===== src/rtl/calc_key_sequencer_pkg.sv =====
// Shared definitions for the calculator key sequencer.
// Contents:
//   - opcode constants OP_ADD/OP_SUB/OP_MUL/OP_DIV (values driven on op_code)
//   - FSM state encoding (also shown on LEDR, so the codes are fixed)
//   - key index constants K_ENTER/K_EXEC/K_CLEAR into key_n
package calc_key_sequencer_pkg;

    localparam logic [1:0] OP_ADD = 2'd0;
    localparam logic [1:0] OP_SUB = 2'd1;
    localparam logic [1:0] OP_MUL = 2'd2;
    localparam logic [1:0] OP_DIV = 2'd3;

    typedef enum logic [1:0] {
        S_ENTER_A = 2'd0,
        S_ENTER_B = 2'd1,
        S_READY   = 2'd2,
        S_ISSUE   = 2'd3
    } state_e;

    localparam int K_ENTER  = 0;
    localparam int K_EXEC   = 1;
    localparam int K_CLEAR  = 2;
    localparam int NUM_KEYS = 3;

endpackage


===== src/rtl/calc_key_sequencer_if.sv =====
// Operation request channel from the key sequencer to the calculator core.
// Signals:
//   op_valid  request present (held until accepted)
//   op_ready  core can accept a request
//   op_a      operand A, DATA_W bits
//   op_b      operand B, DATA_W bits
//   op_code   0=ADD 1=SUB 2=MUL 3=DIV
// Modports: master = sequencer side, slave = calculator core side.
interface calc_key_sequencer_if #(
    parameter int DATA_W = 8
) ();
    logic              op_valid;
    logic              op_ready;
    logic [DATA_W-1:0] op_a;
    logic [DATA_W-1:0] op_b;
    logic [1:0]        op_code;

    modport master (
        output op_valid,
        output op_a,
        output op_b,
        output op_code,
        input  op_ready
    );

    modport slave (
        input  op_valid,
        input  op_a,
        input  op_b,
        input  op_code,
        output op_ready
    );
endinterface


===== src/rtl/calc_key_sequencer_key_debounce.sv =====
// Key conditioning for one active-low board key: 2-FF synchroniser,
// debouncer and single-cycle press pulse.
// Ports:
//   clk      system clock
//   reset    synchronous active-high reset
//   key_n_i  raw active-low key, asynchronous to clk
//   press_o  one-cycle pulse, the cycle after the debounced level falls
module calc_key_sequencer_key_debounce #(
    parameter int DEBOUNCE_CYCLES = 50000
) (
    input  logic clk,
    input  logic reset,
    input  logic key_n_i,
    output logic press_o
);
    // Counter only ever holds 0..DEBOUNCE_CYCLES-1; the flip happens on the
    // edge where it would have reached DEBOUNCE_CYCLES.
    localparam int CNT_W = (DEBOUNCE_CYCLES < 2) ? 1 : $clog2(DEBOUNCE_CYCLES);
    localparam logic [CNT_W-1:0] CNT_LAST = CNT_W'(DEBOUNCE_CYCLES - 1);

    logic             sync1_q;
    logic             sync2_q;
    logic             level_q;
    logic             level_d;
    logic             level_dly_q;
    logic [CNT_W-1:0] cnt_q;
    logic [CNT_W-1:0] cnt_d;
    logic             press_q;

    always_comb begin
        level_d = level_q;
        cnt_d   = '0;
        if (sync2_q != level_q) begin
            if (cnt_q == CNT_LAST) begin
                level_d = sync2_q;
                cnt_d   = '0;
            end else begin
                cnt_d = cnt_q + 1'b1;
            end
        end
    end

    always_ff @(posedge clk) begin
        if (reset) begin
            sync1_q     <= 1'b1;
            sync2_q     <= 1'b1;
            level_q     <= 1'b1;
            level_dly_q <= 1'b1;
            cnt_q       <= '0;
            press_q     <= 1'b0;
        end else begin
            sync1_q     <= key_n_i;
            sync2_q     <= sync1_q;
            level_q     <= level_d;
            level_dly_q <= level_q;
            cnt_q       <= cnt_d;
            // Falling edge of the debounced level, seen one cycle late.
            press_q     <= level_dly_q & ~level_q;
        end
    end

    assign press_o = press_q;

endmodule


===== src/rtl/calc_key_sequencer.sv =====
// Upstream input stage of the four-function calculator: debounces the
// ENTER/EXECUTE/CLEAR keys, runs the operand-entry FSM and issues one
// operation request per EXECUTE press over a valid/ready channel.
// Ports:
//   clk     system clock
//   reset   synchronous active-high reset
//   key_n   raw active-low keys: [0]=ENTER [1]=EXECUTE [2]=CLEAR [3]=unused
//   sw      switches: [DATA_W-1:0]=operand value, [9:8]=opcode
//   op      request channel (master side): op_valid/op_a/op_b/op_code out, op_ready in
//   state   FSM state code for LEDR
module calc_key_sequencer
    import calc_key_sequencer_pkg::*;
#(
    parameter int DATA_W          = 8,
    parameter int DEBOUNCE_CYCLES = 50000
) (
    input  logic                    clk,
    input  logic                    reset,
    input  logic [3:0]              key_n,
    input  logic [9:0]              sw,
    calc_key_sequencer_if.master    op,
    output logic [1:0]              state
);
    logic [NUM_KEYS-1:0] press_w;

    // KEY[3] has no function on this board.
    logic unused_key3;
    assign unused_key3 = key_n[3];

    generate
        for (genvar gi = 0; gi < NUM_KEYS; gi++) begin : g_key
            calc_key_sequencer_key_debounce #(
                .DEBOUNCE_CYCLES (DEBOUNCE_CYCLES)
            ) u_key (
                .clk     (clk),
                .reset   (reset),
                .key_n_i (key_n[gi]),
                .press_o (press_w[gi])
            );
        end
    endgenerate

    state_e            state_q,    state_d;
    logic [DATA_W-1:0] op_a_q,     op_a_d;
    logic [DATA_W-1:0] op_b_q,     op_b_d;
    logic [1:0]        op_code_q,  op_code_d;
    logic              op_valid_q, op_valid_d;

    always_comb begin
        state_d    = state_q;
        op_a_d     = op_a_q;
        op_b_d     = op_b_q;
        op_code_d  = op_code_q;
        op_valid_d = op_valid_q;

        if (state_q == S_ISSUE) begin
            // Keys are dropped here; the request is only retired by the handshake.
            if (op_valid_q && op.op_ready) begin
                op_valid_d = 1'b0;
                state_d    = S_ENTER_A;
            end
        end else if (press_w[K_CLEAR]) begin
            state_d = S_ENTER_A;
            op_a_d  = '0;
            op_b_d  = '0;
        end else if (press_w[K_EXEC] && (state_q == S_READY)) begin
            op_code_d  = sw[9:8];
            op_valid_d = 1'b1;
            state_d    = S_ISSUE;
        end else if (press_w[K_ENTER]) begin
            // EXECUTE outside READY has no effect, so ENTER is free to act.
            case (state_q)
                S_ENTER_A: begin
                    op_a_d  = sw[DATA_W-1:0];
                    state_d = S_ENTER_B;
                end
                S_ENTER_B: begin
                    op_b_d  = sw[DATA_W-1:0];
                    state_d = S_READY;
                end
                default: begin
                    op_b_d = sw[DATA_W-1:0];
                end
            endcase
        end
    end

    always_ff @(posedge clk) begin
        if (reset) begin
            state_q    <= S_ENTER_A;
            op_a_q     <= '0;
            op_b_q     <= '0;
            op_code_q  <= OP_ADD;
            op_valid_q <= 1'b0;
        end else begin
            state_q    <= state_d;
            op_a_q     <= op_a_d;
            op_b_q     <= op_b_d;
            op_code_q  <= op_code_d;
            op_valid_q <= op_valid_d;
        end
    end

    assign op.op_valid = op_valid_q;
    assign op.op_a     = op_a_q;
    assign op.op_b     = op_b_q;
    assign op.op_code  = op_code_q;
    assign state       = state_q;

endmodule


===== src/flat_wrapper.sv =====
// flat-port wrapper written by rule: the top's interface ports become plain ports
module calc_key_sequencer_flat import calc_key_sequencer_pkg::*;
#(
    parameter int DATA_W          = 8,
    parameter int DEBOUNCE_CYCLES = 50000
)
  (clk, reset, key_n, sw, state, op_op_valid, op_op_a, op_op_b, op_op_code, op_op_ready);
  calc_key_sequencer_if #(.DATA_W(DATA_W)) op_i ();
  input  logic clk;
  input  logic reset;
  input  logic [3:0] key_n;
  input  logic [9:0] sw;
  output logic [1:0] state;
  output wire logic [$bits(op_i.op_valid)-1:0] op_op_valid;
  output wire logic [$bits(op_i.op_a)-1:0] op_op_a;
  output wire logic [$bits(op_i.op_b)-1:0] op_op_b;
  output wire logic [$bits(op_i.op_code)-1:0] op_op_code;
  input wire logic [$bits(op_i.op_ready)-1:0] op_op_ready;
  assign op_op_valid = op_i.op_valid;
  assign op_op_a = op_i.op_a;
  assign op_op_b = op_i.op_b;
  assign op_op_code = op_i.op_code;
  assign op_i.op_ready = op_op_ready;
  calc_key_sequencer #(.DATA_W(DATA_W), .DEBOUNCE_CYCLES(DEBOUNCE_CYCLES)) u_core (.clk(clk), .reset(reset), .key_n(key_n), .sw(sw), .op(op_i), .state(state));
endmodule

===== config.mk =====
export PLATFORM = sky130hd
export DESIGN_NAME = calc_key_sequencer_flat
export DESIGN_NICKNAME = d
export VERILOG_FILES = /design/src/rtl/calc_key_sequencer_pkg.sv /design/src/rtl/calc_key_sequencer_if.sv /design/src/rtl/calc_key_sequencer_key_debounce.sv /design/src/rtl/calc_key_sequencer.sv /design/src/flat_wrapper.sv
export SDC_FILE = /design/constraint.sdc
export NUM_CORES = 1
export LEC_CHECK = 0
export ABC_CLOCK_PERIOD_IN_PS = 2200
export BUFFER_PORTS_ARGS = -buffer_cell sky130_fd_sc_hd__clkbuf_2
export CORE_MARGIN = 1.5
export CORE_UTILIZATION = 35
export CTS_BUF_LIST = sky130_fd_sc_hd__clkbuf_4 sky130_fd_sc_hd__clkbuf_8
export DETAILED_ROUTE_END_ITERATION = 12
export GPL_ROUTABILITY_DRIVEN = 0
export GPL_TIMING_DRIVEN = 0
export PLACE_DENSITY_LB_ADDON = 0.15
export SLEW_MARGIN = 0
export SYNTH_ARGS = -nofsm -noshare
export SYNTH_HDL_FRONTEND = slang
export SYNTH_HIERARCHICAL = 1
export SYNTH_SLANG_ARGS = --single-unit

===== constraint.sdc =====
create_clock -name clk -period 2.2 [get_ports clk]
set_input_delay 0.11 -clock clk [delete_from_list [all_inputs] [get_ports clk]]
set_output_delay 0.11 -clock clk [all_outputs]
set_load 0.02 [all_outputs]

==> results.md, run 1 <==
- Post-synth top area cell: dfxtp_1
- Worst-margin pin slew: 0.405 ns
- Number of max-cap violations: 0
- End of the critical path: u_core/g_key[2].u_key/cnt_q[8]
- Antenna diodes: 0
- CTS resizes: 0
- Non-Filler Instances: approximately 570
- Clock power frac: 0.435
- Clock Sinks: 84
- Final ANT Viol Nets: 0
- Sw Pwr: about 570 uW
- TritonCTS buffer count: 9
- Final hold viol count: 0
- Root Buffer: clkbuf_8
- Post-Syn Area: 3580 sq um
- Initial antenna violation count: 0
- DR vias: between 2k and 3k
- Tcrit/Tclk final: 0.908
- Mapped Cells: 375
- Die Y: 104 um
- Dpl cells: between 500 and 600
- Post-DP HPWL: 4420 um
- Reg2Reg Launch Point: u_core/g_key[2].u_key/cnt_q[0]
- Clk slew on worst S/H paths: about 0.08 ns
- Slew HR: 0.729
- CTS tree: yes
- Internal Power: between 2000 and 2500 uW
- Number of placement rows: 36
- R2R cell count: 6
- Worst vdd ir: ~0.28 mV
- H-tree depth: 3
- Vias per cell: about 4.6
- Register share of total power: 0.542
- Proportion of layout cells with a drive suffix above 1: 0.188
- Drt wl/cell: 11.5 um
- Pleak: about 0.0015 uW
- Area grow syn2layout: 17.3%
- Initial Util: 0.363
- Switching part of the total power: 0.201
- Die area: approximately 11000 sq um
- Final nets: ~450
- Global route overflow: 0
- Outcome: finished, final reports clean
- Kind of critical path: reg2reg
- Synth top area cells: dfxtp_1 (47%), xnor2_1 (10%), nor2_1 (7.0%)
- Fmax achieved: between 500 and 600 MHz
- First-pass GRT wire length: between 10000 and 15000 um
- Min Tclk post-route: 2.00 ns
- Critical path endpoint category: register
- Clk_lat worst skew: 0.35 ns
- Power Dens Cells: roughly 670 nW/um^2
- Peak fanout along the critical path: 10
- Number of port buffers: 36
- Number of synthesized register bits: 84
- # IOs: 38
- Fin area: ~4200 sq um
- Post-Syn Nets: slightly below 400
- Most common cell after layout, fill and taps aside: dfxtp_1
- Post-CTS Setup Repair Bufs: 0
- Post-Place Worst Slack: a little over 0.2 ns
- Crit path DAT: approximately 2.2 ns
- DRC Markers: 0
- Critical Path Start Type: register
- DRT Wirelength: between 6000 and 7000 um
- Final setup viols: 0
- Unique masters post-synth: 37
- Final worst slack: roughly 0.20 ns
- R2r endpoint: u_core/g_key[2].u_key/cnt_q[8]
- Pin count of the biggest net entering global routing: 21
- WHS Path Cells: 4
- Tot Pwr: between 2000 and 3000 uW
- Most frequent cells in the layout: dfxtp_1 (84), nor2_1 (67), xnor2_1 (42), clkbuf_2 (36), mux2i_1 (18)
- DIE WIDTH: roughly 100 um
- Flop-to-flop setup slack: a little over 0.2 ns
- Number of global-route vias before repair: 2469
- Min-delay src: op_op_ready
- Core area: slightly below 10000 sq um
- Share of total power in combinational logic: 0.023
- Seq/Total Area, Yosys: 0.469
- RSZ-0062 raised after global routing: no
- Syn avg cell area: about 9.6 sq um
- TNS Setup: 0 ns
- Max Root-Sink Buffers: 2
- Area share of the largest cell type after synthesis: 0.469
- CP startpoint: u_core/g_key[2].u_key/cnt_q[0]
- Req. time, crit path: between 2 and 2.5 ns
- Fin Clk Skew: between 0.009 and 0.01 ns
- Slew Limit Fails: 0
- Initial DRC Count: 49
- DP Area: between 3000 and 4000 sq um
- Worst min-delay path category: in2reg
- Yosys warns: 6
- First drt pass iteration count: 4
- Gr usage total: 0.127
## per-layer routing
layer / vias to the layer above / routed length (um) / GRT usage
li1: 1369 / - / -
met1: 1187 / 3310 / 0.160
met4: 0 / 114 / 0.0536
met5: - / 0 / 0
met2: 34 / 2870 / 0.205
met3: 11 / 216 / 0.0357
## final cells by class
type | count | area, sq um
Fill cell | 993 | 5660
Inverter | 16 | 60.1
Tap cell | 133 | 166
Clock buffer | 12 | 153
Sequential cell | 84 | 1680
Clock inverter | 4 | 72.6
Multi-Input combinational cell | 265 | 1760
Buffer | 10 | 86.3
Timing Repair Buffer | 41 | 230
## state kept, by name (all words and copies together) (netlist names)
signal	flops
u_core/op.op_valid	1
u_core/op.op_b	8
u_core/state	2
u_core/op.op_a	8
u_core/op.op_code	2
u_core/g_key.u_key/press_o	3
u_core/g_key.u_key/level_q	3
u_core/g_key.u_key/level_dly_q	3
u_core/g_key.u_key/sync2_q	3
u_core/g_key.u_key/cnt_q	48
u_core/g_key.u_key/sync1_q	3
## cells in the mapped netlist
library cell,instances
nand3_1,16
xnor2_1,42
or2_2,9
o21ai_4,1
or4_4,3
a2111oi_2,1
and3_1,3
a21o_1,1
nor3_2,2
nand2_1,10
nand4b_1,3
nor3_1,16
dfxtp_1,84
nand3b_1,1
clkbuf_1,3
o21ai_1,1
a21oi_2,1
nand2b_1,17
or3b_1,8
buf_4,1
ha_1,3
nor2_1,67
inv_1,16
buf_6,6
nor4_1,9
a2bb2oi_4,1
mux2i_1,18
a21oi_1,3
xor2_1,3
or4b_1,6
a31oi_1,1
nand2_2,3
a211o_1,3
nor2b_1,1
nand4_1,10
o21bai_4,1
o21a_1,1
## critical path: stages (launching register included)
cell and delay, ns:
dfxtp_1 0.39, ha_1 0.22, nand3_1 0.28, or4_4 0.65, nand2_2 0.15, buf_6 0.16
nor2_1 0.05
## logic make-up (layout without fill, tap and decap cells)
logic type               after synthesis  in the layout  synth area share
AO/OA/AOI/OAI                         15             15            0.0426
XOR/XNOR                              45             45             0.110
multiplexers                          18             18            0.0503
buffers and inverters                 26             83            0.0408
adder cells (fa/ha/maj)                3              3            0.0105
flip-flops                            84             84             0.469
AND/OR/NAND/NOR                      184            184             0.277
## repair_timing
action / in CTS / in global routing
hold buffers: 5 / 0
endpoints found under the hold margin: 5 / 0
endpoints found under the setup margin: 0 / 0
## per-stage QoR
| step | util | hold WS, ns |
|---|---|---|
| 2_1_floorplan | - | 0.187 |
| 3_3_place_gp | 0.399 | 0.294 |
| 3_5_place_dp | 0.399 | 0.298 |
| 4_1_cts | 0.426 | 0.0654 |
| 5_1_grt | 0.426 | 0.102 |
| 6_report | 0.426 | 0.0874 |
## how the worst min path moves through the flow
| stage | end | slack, ns |
|---|---|---|
| finish | u_core/op.op_valid | 0.09 |
| global route | u_core/op.op_b[3] | 0.10 |
| CTS | u_core/op.op_valid | 0.07 |
| detailed placement | u_core/g_key[1].u_key/sync1_q | 0.30 |
| global placement | u_core/g_key[1].u_key/sync1_q | 0.29 |
| floorplan | u_core/g_key[0].u_key/cnt_q[2] | 0.19 |
## power groups by stage
| stage | clock network [uW] | logic [uW] | registers, uW |
|---|---|---|---|
| after global routing | 1330 | 73.9 | 1530 |
| after CTS | 1290 | 67.6 | 1530 |
| final | 1230 | 66.3 | 1530 |
| after floorplan | 0 | 33.9 | 1560 |
| after global placement | 0 | 59.8 | 1560 |
| after detailed placement | 0 | 60.7 | 1570 |
Note: power is estimated with default switching activity, not from simulation.
==> run 2, diff against run 1 <==
Settings changed: ABC_CLOCK_PERIOD_IN_PS 2200 to 1700.
Clock period 2.2 ns to 1.7 ns, I/O delays scaled along.
==> run 2 against run 1 <==
Compared with the run above: the flow now finishes with violations (negative setup slack); sequential power grew 29%; total power grew 19%; clock power rose by 5%; cell area rose by 5.4%; worst setup slack lost 0.33 ns; count of clock-buffer cells in the layout unchanged; critical endpoint is now u_core/g_key[1].u_key/level_q; die area is the same; via count rose by 3.7%.
==> results.md, run 2 (synthesis results as in run 1) <==
- Proportion of layout cells with a drive suffix above 1: 0.300 (was 0.188)
- Critical Path Start Type: register (unchanged)
- Fin area: 4440 sq um (was 4210 sq um)
- Req. time, crit path: 1.94 ns (was 2.44 ns)
- Post-DP HPWL: 4350 um (was 4420 um)
- H-tree depth: 3 (unchanged)
- Most frequent cells in the layout: dfxtp_1 (67), nor2_1 (53), xnor2_1 (42), clkbuf_2 (36), mux2i_1 (18) (was dfxtp_1 (84), nor2_1 (67), xnor2_1 (42), clkbuf_2 (36), mux2i_1 (18))
- Failing checks: negative setup slack
- Post-Place Worst Slack: -0.252 ns (was 0.204 ns)
- Die Y: 104 um (unchanged)
- Switching part of the total power: 0.220 (was 0.201)
- First drt pass iteration count: 5 (was 4)
- Power Dens Cells: 759 nW/um^2 (was 671 nW/um^2)
- Critical path endpoint category: register (unchanged)
- Max FFs per register: 48 (unchanged)
- Kind of critical path: reg2reg (unchanged)
- Multi-input gate area: 1870 sq um (was 1760 sq um)
- DR vias: 2697 (was 2601)
- Number of max-cap violations: 0 (unchanged)
- DRT Wirelength: 6760 um (was 6520 um)
- Initial Util: 0.363 (unchanged)
- DIE WIDTH: 104 um (unchanged)
- Final ANT Viol Nets: 0 (unchanged)
- Final nets: 462 (was 447)
- Fin Clk Skew: 0.0112 ns (was 0.00928 ns)
- Min Tclk post-route: 1.83 ns (was 2.00 ns)
- Internal Power: 2630 uW (was 2260 uW)
- Drt wl/cell: 11.7 um (was 11.5 um)
- Die area: 10900 sq um (unchanged)
- Gr usage total: 0.126 (was 0.127)
- Biggest register: u_core/g_key.u_key/cnt_q (unchanged)
- DP Area: 3950 sq um (was 3930 sq um)
- Clk slew on worst S/H paths: 0.09 ns (was 0.08 ns)
- Vias per cell: 4.65 (was 4.60)
- Max Root-Sink Buffers: 2 (unchanged)
- Clock power frac: 0.384 (was 0.435)
- RSZ-0062 raised after global routing: yes (was no)
- Clk_lat worst skew: 0.34 ns (was 0.35 ns)
- DRC Markers: 0 (unchanged)
- Minimum hold slack: 0.0717 ns (was 0.0874 ns)
- Final worst slack: -0.128 ns (was 0.202 ns)
- TritonCTS buffer count: 9 (unchanged)
- Clock Sinks: 84 (unchanged)
- CTS tree: yes (unchanged)
- Sw Pwr: 742 uW (was 567 uW)
- Antenna diodes: 0 (unchanged)
- Pin count of the biggest net entering global routing: 21 (unchanged)
- Worst vdd ir: 0.319 mV (was 0.279 mV)
- Share of total power in combinational logic: 0.030 (was 0.023)
- Register share of total power: 0.587 (was 0.542)
- Initial DRC Count: 37 (was 49)
- Peak fanout along the critical path: 4 (was 10)
- Worst-margin pin slew: 0.407 ns (was 0.405 ns)
- Flip-flop and latch area: 1710 sq um (was 1680 sq um)
- Root Buffer: clkbuf_8 (unchanged)
- Non-Filler Instances: 580 (was 565)
- Slew Limit Fails: 0 (unchanged)
- Number of placement rows: 36 (unchanged)
- Fmax achieved: 547 MHz (was 501 MHz)
- Worst min-delay path category: in2reg (unchanged)
- Core area: 9860 sq um (unchanged)
- Global route overflow: 0 (unchanged)
- TNS Setup: -4.76 ns (was 0 ns)
- Final hold viol count: 0 (unchanged)
- First-pass GRT wire length: 11200 um (about the same)
- Area grow syn2layout: 23.7% (was 17.3%)
- Outcome: complete, but fails checks (was finished, final reports clean)
- # IOs: 38 (unchanged)
- Pleak: 0.00161 uW (was 0.00155 uW)
- Most common cell after layout, fill and taps aside: dfxtp_1 (unchanged)
- Tcrit/Tclk final: 1.08 (was 0.908)
- Dpl cells: 544 (unchanged)
- Flop-to-flop setup slack: -0.13 ns (was 0.20 ns)
- Slew HR: 0.728 (was 0.729)
- Filler instances: 957 (was 993)
- Initial antenna violation count: 0 (unchanged)
- Number of global-route vias before repair: 2452 (was 2469)
- Final setup viols: 48 (was 0)
- Number of port buffers: 36 (unchanged)
- Crit path DAT: 2.07 ns (was 2.24 ns)
## run 2: changes by cell type in the layout (fill, tap and decap cells not counted), sizes merged
cell	change
buf	+15
bufinv	-2
clkinvlp	+1
clkinv	+1
## run 2: final cells by class
type,instances,share of cell area
repair buffers,56,0.0824
well taps,133,0.0375
clock inverters,4,0.00564
plain buffers,10,0.0203
multi-input cells,265,0.421
flip-flops and latches,84,0.385
clock buffers,12,0.0344
inverters,16,0.0135
## run 2: final timing paths
| kind | from | endpoint | depth (start not counted) |
|---|---|---|---|
| max | u_core/g_key[1].u_key/cnt_q[13] | u_core/g_key[1].u_key/level_q | 3 |
| min | op_op_ready | u_core/op.op_valid | 4 |
| max reg2reg | u_core/g_key[1].u_key/cnt_q[13] | u_core/g_key[1].u_key/level_q | 3 |
| min reg2reg | u_core/g_key[2].u_key/level_dly_q | u_core/g_key[2].u_key/press_o | 2 |
## run 2: critical path, cell delays in order, from the launching register on
cell and delay [ns]:
dfxtp_2 0.34, or4b_1 0.52, or4_4 0.57, a211o_1 0.30
## run 2: what timing repair did
action,4_1_cts,5_1_grt
hold buffers,5,0
gates resized for setup,19,28
endpoints found under the setup margin,48,48
pin swaps,8,10
hold endpoints to repair,5,0
cloned,2,0
setup buffers,11,2
## run 2: metal layers
metal	share of wire	global-route usage
met5	0	0
met4	0.014	0.0625
met3	0.032	0.0238
met2	0.44	0.195
met1	0.51	0.169
## run 2: metrics by stage
stage | utilization | total power [uW]
5_1_grt | 0.450 | 3530
6_report | 0.450 | 3370
2_1_floorplan | - | 2070
4_1_cts | 0.440 | 3440
3_5_place_dp | 0.401 | 2100
3_3_place_gp | 0.401 | 2100
## run 2: power groups by stage
stage               Combinational [uW]  Sequential [uW]  Clock, uW
floorplan                         46.0             2020          0
global placement                  79.3             2020          0
detailed placement                78.5             2030          0
CTS                               97.2             1980       1360
global route                       112             1980       1440
finish                             101             1980       1290
